[src/rtl/mpool_sched_if.sv]
// Handshake and tree bundle for mpool_sched.
// The slave side is the scheduler; the master side is the buffer, the tree and the output FIFO.
interface mpool_sched_if #(
    parameter int IN_WIDTH  = 8,
    parameter int LEVELS    = 2,
    parameter int CNT_WIDTH = 8
);
    localparam int N = 1 << LEVELS;

    logic [CNT_WIDTH-1:0]  cfg_beats;
    logic                  in_valid;
    logic                  in_ready;
    logic [N*IN_WIDTH-1:0] in_data;
    logic [N*IN_WIDTH-1:0] tree_in;
    logic [IN_WIDTH-1:0]   tree_out;
    logic                  out_valid;
    logic                  out_ready;
    logic [IN_WIDTH-1:0]   out_data;
    logic                  busy;

    modport slave (
        input  cfg_beats, in_valid, in_data, tree_out, out_ready,
        output in_ready, tree_in, out_valid, out_data, busy
    );

    modport master (
        output cfg_beats, in_valid, in_data, tree_out, out_ready,
        input  in_ready, tree_in, out_valid, out_data, busy
    );
endinterface

[src/rtl/mpool_sched.sv]
// Time-shares one external combinational max tree across a pooling window of cfg_beats beats,
// folding each tree result into a running max and emitting one registered result per window.
//
// state | meaning
// IDLE  | no window open, waiting for the first beat
// ACCUM | window open, folding tree results into acc_q
// HOLD  | result presented on out_data, waiting for out_ready
module mpool_sched #(
    parameter int IN_WIDTH  = 8,
    parameter int LEVELS    = 2,
    parameter int CNT_WIDTH = 8
) (
    input  logic             clk,
    input  logic             rst_n,
    mpool_sched_if.slave     bus
);
    typedef enum logic [1:0] {IDLE, ACCUM, HOLD} state_t;

    state_t               state_q;
    logic [IN_WIDTH-1:0]  acc_q;
    logic [CNT_WIDTH-1:0] cnt_q;
    logic [CNT_WIDTH-1:0] beats_lat_q;
    logic                 out_valid_q;
    logic [IN_WIDTH-1:0]  out_data_q;

    logic                 accept;
    logic [IN_WIDTH-1:0]  fold_d;
    logic [CNT_WIDTH-1:0] cfg_eff;

    // HOLD only blocks input while the consumer stalls, so a new window can start on the handoff cycle.
    assign bus.in_ready  = (state_q != HOLD) || bus.out_ready;
    assign accept        = bus.in_valid && bus.in_ready;
    assign bus.tree_in   = bus.in_data;
    assign fold_d        = (bus.tree_out > acc_q) ? bus.tree_out : acc_q;
    assign cfg_eff       = (bus.cfg_beats == '0) ? CNT_WIDTH'(1) : bus.cfg_beats;

    assign bus.out_valid = out_valid_q;
    assign bus.out_data  = out_data_q;
    assign bus.busy      = (state_q != IDLE);

    always_ff @(posedge clk or negedge rst_n) begin
        if (!rst_n) begin
            state_q     <= IDLE;
            acc_q       <= '0;
            cnt_q       <= '0;
            beats_lat_q <= '0;
            out_valid_q <= 1'b0;
            out_data_q  <= '0;
        end else begin
            case (state_q)
                IDLE, HOLD: begin
                    if (accept) begin
                        beats_lat_q <= cfg_eff;
                        if (cfg_eff == CNT_WIDTH'(1)) begin
                            out_data_q  <= bus.tree_out;
                            out_valid_q <= 1'b1;
                            state_q     <= HOLD;
                        end else begin
                            acc_q       <= bus.tree_out;
                            cnt_q       <= CNT_WIDTH'(1);
                            out_valid_q <= 1'b0;
                            state_q     <= ACCUM;
                        end
                    end else if ((state_q == HOLD) && bus.out_ready) begin
                        out_valid_q <= 1'b0;
                        state_q     <= IDLE;
                    end
                end
                ACCUM: begin
                    if (accept) begin
                        acc_q <= fold_d;
                        if (cnt_q == beats_lat_q - CNT_WIDTH'(1)) begin
                            out_data_q  <= fold_d;
                            out_valid_q <= 1'b1;
                            cnt_q       <= '0;
                            state_q     <= HOLD;
                        end else begin
                            cnt_q <= cnt_q + CNT_WIDTH'(1);
                        end
                    end
                end
                default: state_q <= IDLE;
            endcase
        end
    end
endmodule

[src/flat_wrapper.sv]
// flat-port wrapper written by rule: the top's interface ports become plain ports
module mpool_sched_flat 
#(
    parameter int IN_WIDTH  = 8,
    parameter int LEVELS    = 2,
    parameter int CNT_WIDTH = 8
)
  (clk, rst_n, bus_cfg_beats, bus_in_valid, bus_in_data, bus_tree_out, bus_out_ready, bus_in_ready, bus_tree_in, bus_out_valid, bus_out_data, bus_busy);
  mpool_sched_if #(.IN_WIDTH(IN_WIDTH), .LEVELS(LEVELS), .CNT_WIDTH(CNT_WIDTH)) bus_i ();
  input  logic clk;
  input  logic rst_n;
  input wire logic [$bits(bus_i.cfg_beats)-1:0] bus_cfg_beats;
  input wire logic [$bits(bus_i.in_valid)-1:0] bus_in_valid;
  input wire logic [$bits(bus_i.in_data)-1:0] bus_in_data;
  input wire logic [$bits(bus_i.tree_out)-1:0] bus_tree_out;
  input wire logic [$bits(bus_i.out_ready)-1:0] bus_out_ready;
  output wire logic [$bits(bus_i.in_ready)-1:0] bus_in_ready;
  output wire logic [$bits(bus_i.tree_in)-1:0] bus_tree_in;
  output wire logic [$bits(bus_i.out_valid)-1:0] bus_out_valid;
  output wire logic [$bits(bus_i.out_data)-1:0] bus_out_data;
  output wire logic [$bits(bus_i.busy)-1:0] bus_busy;
  assign bus_i.cfg_beats = bus_cfg_beats;
  assign bus_i.in_valid = bus_in_valid;
  assign bus_i.in_data = bus_in_data;
  assign bus_i.tree_out = bus_tree_out;
  assign bus_i.out_ready = bus_out_ready;
  assign bus_in_ready = bus_i.in_ready;
  assign bus_tree_in = bus_i.tree_in;
  assign bus_out_valid = bus_i.out_valid;
  assign bus_out_data = bus_i.out_data;
  assign bus_busy = bus_i.busy;
  mpool_sched #(.IN_WIDTH(IN_WIDTH), .LEVELS(LEVELS), .CNT_WIDTH(CNT_WIDTH)) u_core (.clk(clk), .rst_n(rst_n), .bus(bus_i));
endmodule
[config.mk]
export PLATFORM = sky130hd
export DESIGN_NAME = mpool_sched_flat
export DESIGN_NICKNAME = d
export VERILOG_FILES = /design/src/rtl/mpool_sched_if.sv /design/src/rtl/mpool_sched.sv /design/src/flat_wrapper.sv
export SDC_FILE = /design/constraint.sdc
export NUM_CORES = 1
export LEC_CHECK = 0
export ABC_AREA = 1
export CAP_MARGIN = 30
export CORE_MARGIN = 2
export CORE_UTILIZATION = 25
export CTS_CLUSTER_DIAMETER = 50
export CTS_CLUSTER_SIZE = 16
export DETAILED_ROUTE_END_ITERATION = 8
export MAX_ROUTING_LAYER = met4
export PLACE_DENSITY = 0.55
export SETUP_SLACK_MARGIN = 0.02
export SLEW_MARGIN = 40
export SYNTH_ARGS = -nofsm -noshare
export SYNTH_HDL_FRONTEND = slang
export SYNTH_SLANG_ARGS = --single-unit
export TNS_END_PERCENT = 100
[constraint.sdc]
create_clock -name clk -period 5.5 [get_ports clk]
set_input_delay 0.55 -clock clk [delete_from_list [all_inputs] [get_ports clk]]
set_output_delay 0.55 -clock clk [all_outputs]
set_load 0.005 [all_outputs]
==> Word-level counts from Yosys, hierarchy flattened <==
Cells that the tools add are included.
{ "op_classes": {"add_sub_neg": 2, "n_lt_le_gt_ge": 1, "eq_ne": 11, "muxes": 28, "n_reduce_logical": 13} }
{ "ops": {"columns": ["cell", "n"], "rows": [
  ["8-bit 2-to-1 mux", 13],
  ["8-bit one-hot mux with 2 select lines", 3],
  ["2-bit 2-to-1 mux", 5],
  ["8-bit by 1-bit adder with 8-bit output, second input constant", 1],
  ["8-bit by 1-bit equality test with 1-bit output, second input constant", 1],
  ["8-bit equality test", 1],
  ["8-bit > comparator", 1],
  ["8-bit zero test", 1],
  ["2-bit by 1-bit != test with 1-bit output, second input constant", 4],
  ["4-bit AND reduction", 2],
  ["8-bit by 1-bit subtractor with 8-bit output, second input constant", 1],
  ["1-bit 2-to-1 mux", 5],
  ["5-bit AND reduction", 1],
  ["2-bit != test, second input constant", 2],
  ["2-bit one-hot mux with 2 select lines", 1],
  ["2-bit nonzero test", 2],
  ["3-bit by 1-bit != test with 1-bit output, second input constant", 1],
  ["3-bit AND reduction", 1],
  ["2-bit by 1-bit equality test with 1-bit output, second input constant", 1],
  ["2-bit equality test, second input constant", 1],
  ["1-bit logical AND", 2],
  ["2-bit zero test", 1],
  ["1-bit one-hot mux with 2 select lines", 1],
  ["2-bit AND reduction", 1],
  ["other kinds (2)", 2]
]} }
{ "totals": {"regBits": 35, "in_bits": 52, "output_inout_bits": 43, "word_cells": 61} }

==> Depth between registers and ports, before layout <==
Gate-level depths: netlist of the first run.
{ "logic_depth": {"word_depth": 6, "depth_mapped": 15, "depth_no_buf": 15} }

==> Least setup slack after synthesis of the first run <==
Ideal clock, no wire load.
{ "synth_path": {"path_kind": "input port to flip-flop", "start": "input bus_tree_out[7]", "end": "register u_core.out_data_q[0] (netlist: u_core.bus.out_data[0])", "setup_ns": 0.118, "t_arrival_ns": 1.779, "t_required_ns": 5.382, "setup_slack_ns": 3.603, "stages": 10, "n_path_buf": 0, "cell_sequence": "ha_1 a21oi_1 o21a_1 nand2_1 nand2_1 nand2_1 nand2_1 nand2_1 nand4_1 nand2_1"} }
{ "synth_via": {"elab_chain_cells": 5} }
{ "synth_rtl": {"columns": ["item", "line", "source"], "rows": [
  ["start: declaration", "flat_wrapper.sv:15", "input wire logic [$bits(bus_i.tree_out)-1:0] bus_tree_out;"],
  ["8-bit > comparator", "mpool_sched.sv:34", "assign fold_d = (bus.tree_out > acc_q) ? bus.tree_out : acc_q;"],
  ["8-bit 2-to-1 mux", "mpool_sched.sv:34", null],
  ["8-bit 2-to-1 mux", "mpool_sched.sv:72", "if (cnt_q == beats_lat_q - CNT_WIDTH'(1)) begin"],
  ["8-bit 2-to-1 mux", "mpool_sched.sv:70", "if (accept) begin"],
  ["8-bit one-hot mux with 2 select lines", "mpool_sched.sv:50", "case (state_q)"],
  ["end signal: assignment", "mpool_sched.sv:55", "out_data_q <= bus.tree_out;"],
  ["end signal: assignment", "mpool_sched.sv:73", "out_data_q <= fold_d;"],
  ["end: declaration", "mpool_sched.sv:24", "logic [IN_WIDTH-1:0] out_data_q;"]
]} }
Every way passes these cells. The select of a mux whose other input is x is not followed.
A chain may end at the register's enable or synchronous reset.

==> Worst setup path in the final report of the first run <==
Same ends and word-level chain as after synthesis.

==> metrics.txt, run 1 <==
status=finished, final reports clean; most frequent cells in the layout=88 x nand2_1, 35 x dfrtp_1, 30 x clkdlybuf4s50_1; simple logic cell fraction of the synthesized area=0.2998; post-detail-place hpwl=4267 um; initial core utilization=0.2536; core area=0.01014 mm^2; Final nets=382; Internal=0.0007394 W; Port Buffer Count=30; Compound-Gate Fraction of Synth Area=0.09197; Fin. Hold Viols=0; share of cells above drive strength 1=0.1340; CTS Hold Bufs=0; pin count of the biggest net entering global routing=36; Net Sw Frac=0.4581; maximum VDD drop=0.0001659 V; Seq cells post-synth=35; Levels on crit path=11; number of global-route vias before repair=2029; Root Buffer Master=clkbuf_8; Cell variety after synth=36; via count of the routed design=2006; RSZ-0062 raised after global routing=false; crit path time final=2322 ps; Synth Area in XOR/XNOR=0.03747; DRC=0; CTS buffer count=5; crit path cell chain=clkdlybuf4s50_1 > ha_1 > a21oi_1 > o21a_1 > nand2_1 > nand2_1 > nand2_1 > nand2_1 > nand2_1 > nand4_1 > nand2_1; Sink Count=35; worst setup margin=3178 ps; crit share post-route=0.4222; Die Height=105.4 um; pre-CTS WS=2862 ps; clock slew at reported path FFs=80 ps; clk_lat worst skew=300 ps; Synth Area in Adders=0.04866; Max stage delay on crit path=460 ps; DRT Pass-1 Iters=4; CP dominant cell by count=nand2_1; pwr dens=485.1 mW/mm^2; highest-delay cell along the critical path=clkdlybuf4s50_1; Seq pwr share=0.340; mean routed wirelength per cell=12.30 um; Cells on Worst Hold Path=2; die width=105.4 um; GRT Total Usage=0.1108; Slew headroom=0.6639; DRT antenna net count=0; FP Rows=37; P_sw=0.0006251 W; fmax=430.7 MHz; clk_skew=9.989 ps; first-pass GRT wire length=9542 um; FF-to-FF path depth=11; worst path bufs/invs=1; Max Slew Vio Count=0; syn nets=383; data required time at the worst endpoint=5690 ps; main combinational cell family by area after synthesis=simple AND/OR/NAND/NOR gates; part of the power in combinational logic=0.522; WL final=5619 um; PostCTS Resize Cnt=0; initial antenna violation count=0; DR iter-0 viols=96; DR vias/cell=4.389; Least-Margin Pin Slew=503.0 ps; max cap viols=0; arrival time worst endpoint=2520 ps; Setup crit end kind=flop; critical setup path kind=in2reg; startpoint types=input port; Power Total=0.001365 W; # diodes=0; gr ovfl total=0; clk buf depth=2; proportion of synthesized area in mux cells=0.008759; P&R area growth vs syn=9.392%; Hold Crit Class=reg2reg; Setup Fix Bufs, Post-CTS=0; Synth Cell Area=0.002571 mm^2; setup TNS=0 ps; htree depth=2; Worst Path Max Fanout=9; Yosys Warn Count=0; placer congestion estimate=0.8287; CP delay by family, top=simple AND/OR/NAND/NOR gates; leak pwr=1.303 nW; most common cell after layout, fill and taps aside=nand2_1; clock share of power=0.138; Die Area=0.01111 mm^2; mean post-synth cell area=8.010 um^2; CTS tree=built; IO Count=95; final setup fails=0; post-synthesis sequential area ratio=0.3406; Post-Syn Instances=321
-- cell usage after synthesis (all sizes together) --
library cell | count | area share
nor4 | 1 | 0.0024
ha | 10 | 0.049
dfrtp | 35 | 0.34
nand3 | 27 | 0.057
xnor2 | 5 | 0.017
buf | 39 | 0.13
a21oi | 14 | 0.035
o21ai | 14 | 0.043
mux2 | 2 | 0.0088
xor2 | 6 | 0.020
nand2 | 93 | 0.15
o21a | 1 | 0.0029
a22oi | 1 | 0.0029
nor3 | 6 | 0.016
nand4 | 13 | 0.034
inv | 32 | 0.048
nor2 | 21 | 0.038
a31oi | 1 | 0.0083
-- power by group through the flow --
| stage | clock [W] | sequential [W] | combinational [W] |
|---|---|---|---|
| after global placement | 0 | 0.000470 | 0.000705 |
| final | 0.000189 | 0.000464 | 0.000712 |
| after floorplan | 0 | 0.000445 | 0.000583 |
| after global routing | 0.000207 | 0.000479 | 0.000810 |
| after detailed placement | 0 | 0.000468 | 0.000719 |
| after CTS | 0.000197 | 0.000466 | 0.000720 |
-- layer usage --
metal  track usage  routed length [um]  vias up
met4       0.04381                 102        0
met3       0.02659                 254       12
met1        0.1360                2664      939
met5             -                   0        -
met2        0.1756                2598       49
li1              -                   -     1006
-- cell type report --
class | count | area (um^2)
clock buffer | 6 | 72.57
inverter | 32 | 122.6
timing repair buffer | 31 | 307.8
sequential | 35 | 875.8
clock inverter | 2 | 12.51
multi-input combinational | 215 | 1251
tap | 136 | 170.2
fill | 1078 | 7326
-- flip-flops by register name, summed over array words and instances, names as in the netlist --
register,flops
u_core.bus.out_valid,1
u_core.state_q,2
u_core.bus.out_data,8
u_core.cnt_q,8
u_core.acc_q,8
u_core.beats_lat_q,8
-- path summary, 6_finish.rpt --
check / endpoint / slack (ps) / startpoint
setup / recovery: u_core.bus.out_data[0]$_DFFE_PN0P_ / 3180 / bus_tree_out[7]
hold / removal: u_core.bus.out_valid$_DFFE_PN0P_ / 480 / u_core.bus.out_valid$_DFFE_PN0P_
setup reg to reg: u_core.cnt_q[6]$_DFFE_PN0P_ / 3480 / u_core.state_q[1]$_DFFE_PN0P_
hold reg to reg: u_core.bus.out_valid$_DFFE_PN0P_ / 480 / u_core.bus.out_valid$_DFFE_PN0P_
max in group asynchronous: u_core.cnt_q[5]$_DFFE_PN0P_ / 4500 / rst_n
min in group asynchronous: u_core.beats_lat_q[2]$_DFFE_PN0P_ / 660 / rst_n
-- through the flow --
stage               instance area [um^2]  cells  utilization  hold WS [ps]
floorplan                           2571    321            -         254.4
global placement                    2728    449       0.2690         464.9
detailed placement                  2728    449       0.2690         466.4
CTS                                 2813    457       0.2774         487.6
global route                        2813    457       0.2774         513.2
finish                              2813    457       0.2774         477.7
-- worst min-delay path, stage by stage (launching register included) --
cell,delay [ps]
dfrtp_1,350
nand2_1,60
nand2_1,50
-- cells by family (layout without fill, tap and decap cells) --
| family | Yosys count | in the layout |
|---|---|---|
| flops | 35 | 35 |
| xor+xnor | 11 | 11 |
| fa+ha+maj | 10 | 10 |
| buf+inv | 71 | 71 |
| mux | 2 | 2 |
| compound gates | 31 | 31 |
| simple gates | 161 | 161 |
No activity file was read; power rests on OpenSTA's default activity.
==> run 2: changes to the inputs <==
--- a/config.mk
+++ b/config.mk
@@ -13,7 +13,7 @@
 export CTS_CLUSTER_SIZE = 16
 export DETAILED_ROUTE_END_ITERATION = 8
 export MAX_ROUTING_LAYER = met4
-export PLACE_DENSITY = 0.55
+export PLACE_DENSITY = 0.57
 export SETUP_SLACK_MARGIN = 0.02
 export SLEW_MARGIN = 40
 export SYNTH_ARGS = -nofsm -noshare
==> constraint.sdc (replaced) <==
create_clock -name clk -period 1.9 [get_ports clk]
set_input_delay 0.19 -clock clk [delete_from_list [all_inputs] [get_ports clk]]
set_output_delay 0.19 -clock clk [all_outputs]
set_load 0.005 [all_outputs]
==> metrics.txt, run 2 (same netlist as run 1, synthesis figures left out) <==
Final nets=403; FF-to-FF path depth=11; # diodes=0; final setup fails=0; Reg2Reg Setup Slack=110 ps; post-detail-place hpwl=4355 um; pin count of the biggest net entering global routing=36; placer congestion estimate=0.8535; most frequent cells in the layout=79 x nand2_1, 35 x dfrtp_1, 30 x clkdlybuf4s50_1; GRT Total Usage=0.1114; design area=0.003097 mm^2; Placed Area=0.002855 mm^2; status=finished, final reports clean; CTS buffer count=5; startpoint types=flop; clk_lat worst skew=290 ps; clk buf depth=2; DR iter-0 viols=81; Root Buffer Master=clkbuf_8; crit share post-route=0.9423; Slew headroom=0.6856; first-pass GRT wire length=9873 um; CTS tree=built; Die Area=0.01111 mm^2; IO Count=95; gr ovfl total=0; Non-Filler Instances=478; Die Height=105.4 um; Setup crit end kind=flop; die width=105.4 um; setup TNS=0 ps; arrival time worst endpoint=1970 ps; crit path cell chain=inv_2 > ha_4 > xnor2_2 > nor2_2 > nand3_2 > nor2_4 > nand2_4 > nand2_8 > nand3_4 > nand2_2 > nand2_2; highest-delay cell along the critical path=dfrtp_1; RR Endpoint=u_core.bus.out_data[1]$_DFFE_PN0P_; RSZ-0062 raised after global routing=true; number of global-route vias before repair=2096; clk_skew=10.76 ps; Sink Count=35; hold_ws=319.4 ps; Power Total=0.004618 W; max cap viols=0; most common cell after layout, fill and taps aside=nand2_1; CP dominant cell by count=nand2_2; core area=0.01014 mm^2; critical setup path kind=reg2reg; crit path time final=1790 ps; htree depth=2; Worst Path Max Fanout=8; DRT antenna net count=0; data required time at the worst endpoint=2080 ps; Hold Crit Class=in2async; Max stage delay on crit path=410 ps; RR Startpoint=u_core.beats_lat_q[1]$_DFFE_PN0P_; clock slew at reported path FFs=80 ps; FP Rows=37; initial antenna violation count=0; WL final=5821 um; DRT Pass-1 Iters=4; maximum VDD drop=0.0005446 V; pwr dens=1491 mW/mm^2; DRC=0; placed insts=466; Least-Margin Pin Slew=471.6 ps; leak pwr=1.436 nW; initial core utilization=0.2536; Max Slew Vio Count=0; Port Buffer Count=30; mean routed wirelength per cell=12.18 um; CP endpoint=u_core.bus.out_data[1]$_DFFE_PN0P_; Fin. Hold Viols=0; via count of the routed design=2125; share of cells above drive strength 1=0.2427; P&R area growth vs syn=20.44%; DR vias/cell=4.446; fmax=558.5 MHz; crit path from=u_core.beats_lat_q[1]$_DFFE_PN0P_
run 2: cell count changes in the layout (fill, tap and decap cells not counted), sizes merged:
cell	change
clkinvlp	-1
clkinv	-1
nand3	+1
inv	+1
bufinv	+1
buf	+20
run 2: metrics by stage:
stage	worst slack, ps	utilization
global placement	-94.18	0.2816
floorplan	170.4	-
finish	109.6	0.3054
CTS	25.67	0.2941
global route	0.4929	0.3054
detailed placement	-121.7	0.2816
run 2: report_power, final:
part | total, W | internal, W | switching [W]
combinational | 0.00253 | 0.00112 | 0.00141
clock | 0.000731 | 0.000432 | 0.000299
sequential | 0.00135 | 0.00105 | 0.000301
total | 0.00462 | 0.00261 | 0.00201
run 2: layout make-up:
cell class              count  area (um^2)
fillers                  1067         7042
multi-input cells         216         1341
flip-flops and latches     35        875.8
repair buffers             51        465.4
well taps                 136        170.2
inverters                  32        122.6
clock buffers               6        82.58
clock inverters             2        38.79
run 2: worst min-delay path by stage:
stage | from | end | slack, ps
6_report | rst_n | u_core.beats_lat_q[1]$_DFFE_PN0P_ | 320
5_1_grt | rst_n | u_core.beats_lat_q[3]$_DFFE_PN0P_ | 380
2_1_floorplan | rst_n | u_core.acc_q[0]$_DFFE_PN0P_ | -110
3_5_place_dp | bus_in_data[17] | bus_tree_in[17] | 380
3_3_place_gp | bus_in_data[17] | bus_tree_in[17] | 380
4_1_cts | rst_n | u_core.beats_lat_q[2]$_DFFE_PN0P_ | 340
run 2: critical path: cells and delay by family (launching register included):
| family | cells | cell delay [ps] |
|---|---|---|
| buffers and inverters | 1 | 90 |
| AND/OR/NAND/NOR | 8 | 810 |
| adder cells (fa/ha/maj) | 1 | 210 |
| flip-flops | 1 | 410 |
| XOR/XNOR | 1 | 130 |
run 2: routing by layer:
metal,share of wire,global-route usage,wire length (um)
met4,0.011,0.02952,64
met3,0.041,0.02721,238
met2,0.49,0.1829,2848
met1,0.46,0.1371,2670
met5,0,-,0
run 2: repair_timing:
item,in CTS,in global routing
buffers inserted,0,3
setup endpoints to repair,2,22
hold buffers,0,0
pin swaps,0,9
cloned,0,1
gates resized for setup,1,23
